<file path="config.mk">
export PLATFORM = sky130hd
export DESIGN_NAME = mem_arbiter
export DESIGN_NICKNAME = d
export VERILOG_FILES = /design/src/rtl/mem_arb_pkg.sv /design/src/rtl/mem_arb_pick.sv /design/src/rtl/mem_arbiter.sv
export SDC_FILE = /design/constraint.sdc
export NUM_CORES = 1
export LEC_CHECK = 0
export CORE_ASPECT_RATIO = 2
export CORE_UTILIZATION = 40
export CTS_CLUSTER_SIZE = 14
export DETAILED_ROUTE_END_ITERATION = 12
export GPL_TIMING_DRIVEN = 0
export PLACE_DENSITY = 0.85
export SETUP_SLACK_MARGIN = 0.05
export SYNTH_ARGS = -nofsm -noshare
export SYNTH_HDL_FRONTEND = slang
export SYNTH_HIERARCHICAL = 1
export SYNTH_SLANG_ARGS = --single-unit
</file>
<file path="constraint.sdc">
create_clock -name clk_sys -period 5 [get_ports clk_sys]
set_input_delay 1 -clock clk_sys [delete_from_list [all_inputs] [get_ports clk_sys]]
set_output_delay 1 -clock clk_sys [all_outputs]
set_load 0.1 [all_outputs]
</file>
<file path="src/rtl/mem_arb_pkg.sv">
// Shared types and widths for the memory arbiter slice.
package mem_arb_pkg;

    localparam int ADDR_W = 25;
    localparam int DATA_W = 8;

    typedef enum logic [1:0] {
        S_IDLE,
        S_ISSUE,
        S_WAIT,
        S_DONE
    } state_t;

    typedef enum logic [1:0] {
        G_NONE,
        G_LD,
        G_FDD,
        G_CPU
    } grant_t;

endpackage

</file>
<file path="src/rtl/mem_arb_pick.sv">
// Requester selection: loader first, then FDD, then CPU, except that a CPU
// passed over FDD_BURST times in a row wins over the FDD.
module mem_arb_pick
    import mem_arb_pkg::*;
#(
    parameter int FDD_BURST = 4,
    parameter int CNT_W     = 3
) (
    input  logic             i_ldReq,
    input  logic             i_fddReq,
    input  logic             i_cpuReq,
    input  logic [CNT_W-1:0] i_starveCnt,
    output logic [1:0]       o_grant
);

    logic   w_cpuStarved;
    grant_t w_grant;

    assign w_cpuStarved = (i_starveCnt >= CNT_W'(FDD_BURST));
    assign o_grant      = w_grant;

    // Fixed priority with the starvation override slotted between loader and FDD
    always_comb begin
        w_grant = G_NONE;
        if (i_ldReq) begin
            w_grant = G_LD;
        end else if (i_fddReq && !(i_cpuReq && w_cpuStarved)) begin
            w_grant = G_FDD;
        end else if (i_cpuReq) begin
            w_grant = G_CPU;
        end
    end

endmodule

</file>
<file path="src/rtl/mem_arbiter.sv">
// Three-port arbiter (loader, FDD buffer, CPU) in front of a single SDRAM
// controller port. One access at a time: IDLE -> ISSUE -> WAIT -> DONE.
module mem_arbiter
    import mem_arb_pkg::*;
#(
    parameter int TIMEOUT   = 63,
    parameter int FDD_BURST = 4
) (
    input  logic              clk_sys,
    input  logic              reset,
    input  logic              ld_req,
    input  logic [ADDR_W-1:0] ld_addr,
    input  logic [DATA_W-1:0] ld_din,
    output logic              ld_ack,
    input  logic              fdd_req,
    input  logic [ADDR_W-1:0] fdd_addr,
    output logic              fdd_ack,
    output logic [DATA_W-1:0] fdd_dout,
    input  logic              cpu_req,
    input  logic              cpu_we,
    input  logic [ADDR_W-1:0] cpu_addr,
    input  logic [DATA_W-1:0] cpu_din,
    output logic              cpu_ack,
    output logic [DATA_W-1:0] cpu_dout,
    output logic              cpu_wait,
    output logic [ADDR_W-1:0] mem_addr,
    output logic [DATA_W-1:0] mem_din,
    output logic              mem_we,
    output logic              mem_rd,
    input  logic [DATA_W-1:0] mem_dout,
    input  logic              mem_ready,
    output logic              err
);

    localparam int CNT_W  = $clog2(FDD_BURST + 1);
    localparam int WAIT_W = (TIMEOUT > 1) ? $clog2(TIMEOUT) : 1;

    state_t              r_state;
    grant_t              r_grant;
    logic                r_write;
    logic [CNT_W-1:0]    r_starveCnt;
    logic [WAIT_W-1:0]   r_waitCnt;
    logic [1:0]          w_pick;
    grant_t              w_grant;
    logic                w_timeout;
    logic [DATA_W-1:0]   w_rdData;

    mem_arb_pick #(
        .FDD_BURST (FDD_BURST),
        .CNT_W     (CNT_W)
    ) u_pick (
        .i_ldReq     (ld_req),
        .i_fddReq    (fdd_req),
        .i_cpuReq    (cpu_req),
        .i_starveCnt (r_starveCnt),
        .o_grant     (w_pick)
    );

    assign w_grant   = grant_t'(w_pick);
    assign w_timeout = (r_waitCnt == WAIT_W'(TIMEOUT - 1));
    assign w_rdData  = mem_ready ? mem_dout : 8'hFF;
    assign cpu_wait  = cpu_req & ~cpu_ack;

    // Access sequencer: latches the winner at grant, strobes once, waits for ready or timeout, acks
    always_ff @(posedge clk_sys) begin
        if (reset) begin
            r_state   <= S_IDLE;
            r_grant   <= G_NONE;
            r_write   <= 1'b0;
            r_waitCnt <= '0;
            mem_addr  <= '0;
            mem_din   <= '0;
            mem_we    <= 1'b0;
            mem_rd    <= 1'b0;
            ld_ack    <= 1'b0;
            fdd_ack   <= 1'b0;
            cpu_ack   <= 1'b0;
            fdd_dout  <= '0;
            cpu_dout  <= '0;
            err       <= 1'b0;
        end else begin
            mem_we  <= 1'b0;
            mem_rd  <= 1'b0;
            ld_ack  <= 1'b0;
            fdd_ack <= 1'b0;
            cpu_ack <= 1'b0;
            case (r_state)
                S_IDLE: begin
                    r_waitCnt <= '0;
                    if (w_grant != G_NONE) begin
                        r_grant <= w_grant;
                        r_state <= S_ISSUE;
                        case (w_grant)
                            G_LD: begin
                                mem_addr <= ld_addr;
                                mem_din  <= ld_din;
                                r_write  <= 1'b1;
                                mem_we   <= 1'b1;
                            end
                            G_FDD: begin
                                mem_addr <= fdd_addr;
                                mem_din  <= '0;
                                r_write  <= 1'b0;
                                mem_rd   <= 1'b1;
                            end
                            default: begin
                                mem_addr <= cpu_addr;
                                mem_din  <= cpu_din;
                                r_write  <= cpu_we;
                                mem_we   <= cpu_we;
                                mem_rd   <= ~cpu_we;
                            end
                        endcase
                    end
                end
                S_ISSUE: begin
                    r_state <= S_WAIT;
                end
                S_WAIT: begin
                    if (mem_ready || w_timeout) begin
                        r_state <= S_DONE;
                        if (!mem_ready) begin
                            err <= 1'b1;
                        end
                        case (r_grant)
                            G_LD: begin
                                ld_ack <= 1'b1;
                            end
                            G_FDD: begin
                                fdd_ack  <= 1'b1;
                                fdd_dout <= w_rdData;
                            end
                            G_CPU: begin
                                cpu_ack <= 1'b1;
                                if (!r_write) begin
                                    cpu_dout <= w_rdData;
                                end
                            end
                            default: begin
                            end
                        endcase
                    end else begin
                        r_waitCnt <= r_waitCnt + 1'b1;
                    end
                end
                default: begin
                    r_state <= S_IDLE;
                end
            endcase
        end
    end

    // Counts FDD wins that jumped a waiting CPU; cleared by a CPU win or an idle CPU
    always_ff @(posedge clk_sys) begin
        if (reset || !cpu_req) begin
            r_starveCnt <= '0;
        end else if (r_state == S_IDLE && w_grant == G_CPU) begin
            r_starveCnt <= '0;
        end else if (r_state == S_IDLE && w_grant == G_FDD &&
                     r_starveCnt < CNT_W'(FDD_BURST)) begin
            r_starveCnt <= r_starveCnt + 1'b1;
        end
    end

endmodule

</file>
==> results.py <==
metrics = {
    "outcome": {
        "status": "finished clean",
    },
    "global_routing": {
        "grt_util_all_layers_pct": 25.8,
        "antenna_found_initial": 0,
        "grt-ovfl-total": 0,
        "grt_pass1_wl_mm": 16.0,
        "first_global_vias": 3289,
        "grt_max_degree": 12,
    },
    "setup_path": {
        "worst_setup_path_start_kind": "primary input",
        "critPathKind": "in2out",
        "required_ns": 4.00,
        "r2r_slack_ns": 2.85,
        "arrival_ns": 2.83,
        "worstSetupEndpointType": "primary output",
        "cp_max_fo": 4,
    },
    "die": {
        "start_util_pct": 41.1,
        "dieArea_sq_mm": 0.00813,
        "num_rows": 45,
        "core_region_area_sq_mm": 0.00754,
        "die_h_microns": 127,
        "die_w_microns": 64.3,
        "ios": 162,
    },
    "timing": {
        "fmax_mhz": 261,
        "grt_setup_unrepaired": "false",
        "finalMaxSlewViolations": 0,
        "tns_ns": 0,
        "setup_viol_count_final": 0,
        "layout_min_cycle_time_ns": 3.83,
        "fin_crit_sh_pct": 76.6,
        "tightest_slew_ns": 1.03,
        "finClkSkew_ns": 0.00613,
        "slew_headroom_pct": 31.3,
        "hold_violations": 0,
    },
    "detailed_routing": {
        "drt-initial-drc-count": 121,
        "route.detailed.drc": 0,
        "post_drt_via_cell_ratio": 5.47,
        "routedWlPerCell_microns": 16.9,
        "vias": 3279,
        "wl_mm": 10.1,
        "firstDrtPassIters": 4,
        "drtAntennaViolNets": 0,
    },
    "logic_synthesis": {
        "synth-main-ff-cell": "dfxtp_1",
        "syn-instance-count": 330,
        "synth_seq_cells": 69,
        "synthArstFlopShare_pct": 0,
        "synth_area_sq_mm": 0.00310,
        "ys_warn_count": 6,
        "ys_types": 41,
        "ys_seq_area_share_pct": 44.5,
        "synth-edff-count": 0,
        "syn_nets": 445,
        "avgSynthCellArea_sq_um": 9.40,
    },
    "layout": {
        "stdcell_count": 600,
        "nFillCells": 613,
        "diodes": 0,
        "multi_input_area_sq_mm": 0.00156,
        "final_layout_size_suffix_gt1_share_pct": 9.88,
        "register_area_sq_mm": 0.00138,
        "area_growth_pct": 65.5,
        "fin_nets": 616,
    },
    "clock_tree": {
        "clock-sinks": 69,
        "path_clk_slew_ns": 0.05,
        "root_buffer": "clkbuf_16",
        "clk_path_buf_depth": 2,
        "cts_setup_buffers": 0,
        "cts_resized": 0,
        "cts_buffers": 9,
        "clk_latency_ns": 0.33,
        "hold_buffers": 0,
        "cts_tree": "yes",
        "htree_levels": 3,
    },
    "pwr": {
        "cellPowerDensity_mw_per_mm2": 507,
        "power.leakage_nw": 1.89,
        "peakVddDrop_uv": 260,
    },
    "placed_design": {
        "dp_hpwl_mm": 7.87,
        "dp_cells": 584,
        "port-buffer-count": 160,
        "finalWeightedCongestion": 0.814,
    },
    "hold_path": {
        "hp-class": "reg2reg",
    },
    "run": {
        "drv_cap": 0,
    },
}
-- power breakdown --
part | switching [mW] | internal (mW)
clock | 0.221 | 0.426
combinational | 0.900 | 0.363
sequential | 0.0520 | 0.643
-- final cells by class --
type                    count  area share (%)
flip-flops and latches     69            26.9
clock inverters             3           0.829
repair buffers            160            31.2
inverters                   9           0.658
well taps                  94            2.29
plain buffers              29            2.44
clock buffers              13            5.26
multi-input cells         223            30.4
-- kinds of logic (layout without fill, tap and decap cells) --
kind of cell               count (synthesis)  in the layout  share of synthesized area, %
and+or+nand+nor                           90             90                          14.4
DFF                                       69             69                          44.5
xor gates and xnor gates                   1              1                         0.282
AOI/OAI and AO/OA                        121            121                          31.4
adders and majority gates                  9              9                          3.63
muxes                                      2              2                         0.645
buffers and inverters                     38            214                          5.12
-- cells in the final DEF, fill, tap and decap left out, types with 2 or more instances in the layout --
cell type	count
a221oi_1	8
nor2b_1	4
nand2_1	36
o221a_2	17
a31oi_1	4
clkdlybuf4s50_1	160
o31ai_1	2
nand2b_1	2
inv_1	9
a221o_1	25
o211ai_1	25
dfxtp_1	69
nand3_1	5
and4_2	2
clkbuf_16	9
clkbuf_1	15
buf_2	10
o21ai_0	4
nand3b_1	2
nor2_1	19
nor3_1	10
clkbuf_8	3
mux2i_1	2
buf_1	4
ha_1	9
a21oi_1	30
-- per-stage QoR --
step / setup WS (ns) / power [mW] / utilization, % / instance area (sq um) / hold WS [ns]
after floorplan: 1.67 / 1.60 / - / 3100 / 0.441
after global placement: 1.20 / 1.94 / 63.9 / 4820 / 0.442
after detailed placement: 1.19 / 1.97 / 63.9 / 4820 / 0.447
after CTS: 1.19 / 2.62 / 68.0 / 5130 / 0.454
after global routing: 1.14 / 2.71 / 68.0 / 5130 / 0.476
final: 1.17 / 2.61 / 68.0 / 5130 / 0.452
-- per-layer routing --
metal	GRT usage (%)	share of wire (%)
met1	25.6	36
met2	49.3	58
met3	5.31	4.4
met4	11.8	1.7
met5	0	0
-- Yosys cell counts, types with 2 or more instances --
library cell,instances,area (sq um)
nor2b_1,4,25.0
ha_1,9,113
dfxtp_1,69,1380
a221o_1,25,250
inv_1,9,33.8
nor3_1,10,50.1
a21oi_1,30,150
o31ai_1,2,15.0
mux2i_1,2,20.0
and4_2,2,20.0
nand3_1,5,25.0
a31oi_1,4,25.0
nor2_1,19,71.3
nand2_1,36,135
o211ai_1,25,188
buf_2,10,50.1
nand2b_1,2,12.5
buf_1,4,15.0
clkbuf_1,14,52.6
o221a_2,17,191
nand3b_1,2,15.0
a221oi_1,8,70.1
o21ai_0,4,20.0
-- state kept, by name, summed over array words and instances (netlist names) --
signal	count
r_starveCnt	3
mem_rd	1
r_state	2
r_grant	2
ld_ack	1
mem_din	8
r_write	1
fdd_dout	8
err	1
r_waitCnt	6
mem_addr	25
mem_we	1
cpu_dout	8
fdd_ack	1
cpu_ack	1
-- final timing paths --
kind                                                  start                         to  depth (start not counted)
worst max register to register  r_starveCnt[2]$_SDFFE_PP0P_  mem_addr[14]$_SDFFE_PP0P_                          9
worst min register to register     mem_addr[3]$_SDFFE_PP0P_   mem_addr[3]$_SDFFE_PP0P_                          2
worst min-delay path               mem_addr[3]$_SDFFE_PP0P_   mem_addr[3]$_SDFFE_PP0P_                          2
worst max-delay path                                cpu_req                   cpu_wait                          3
-- worst max-delay path, stage by stage --
cell,delay (ns)
clkdlybuf4s50_1,0.55
nor2b_1,0.15
clkdlybuf4s50_1,1.13
No activity file was read; power rests on OpenSTA's default activity.
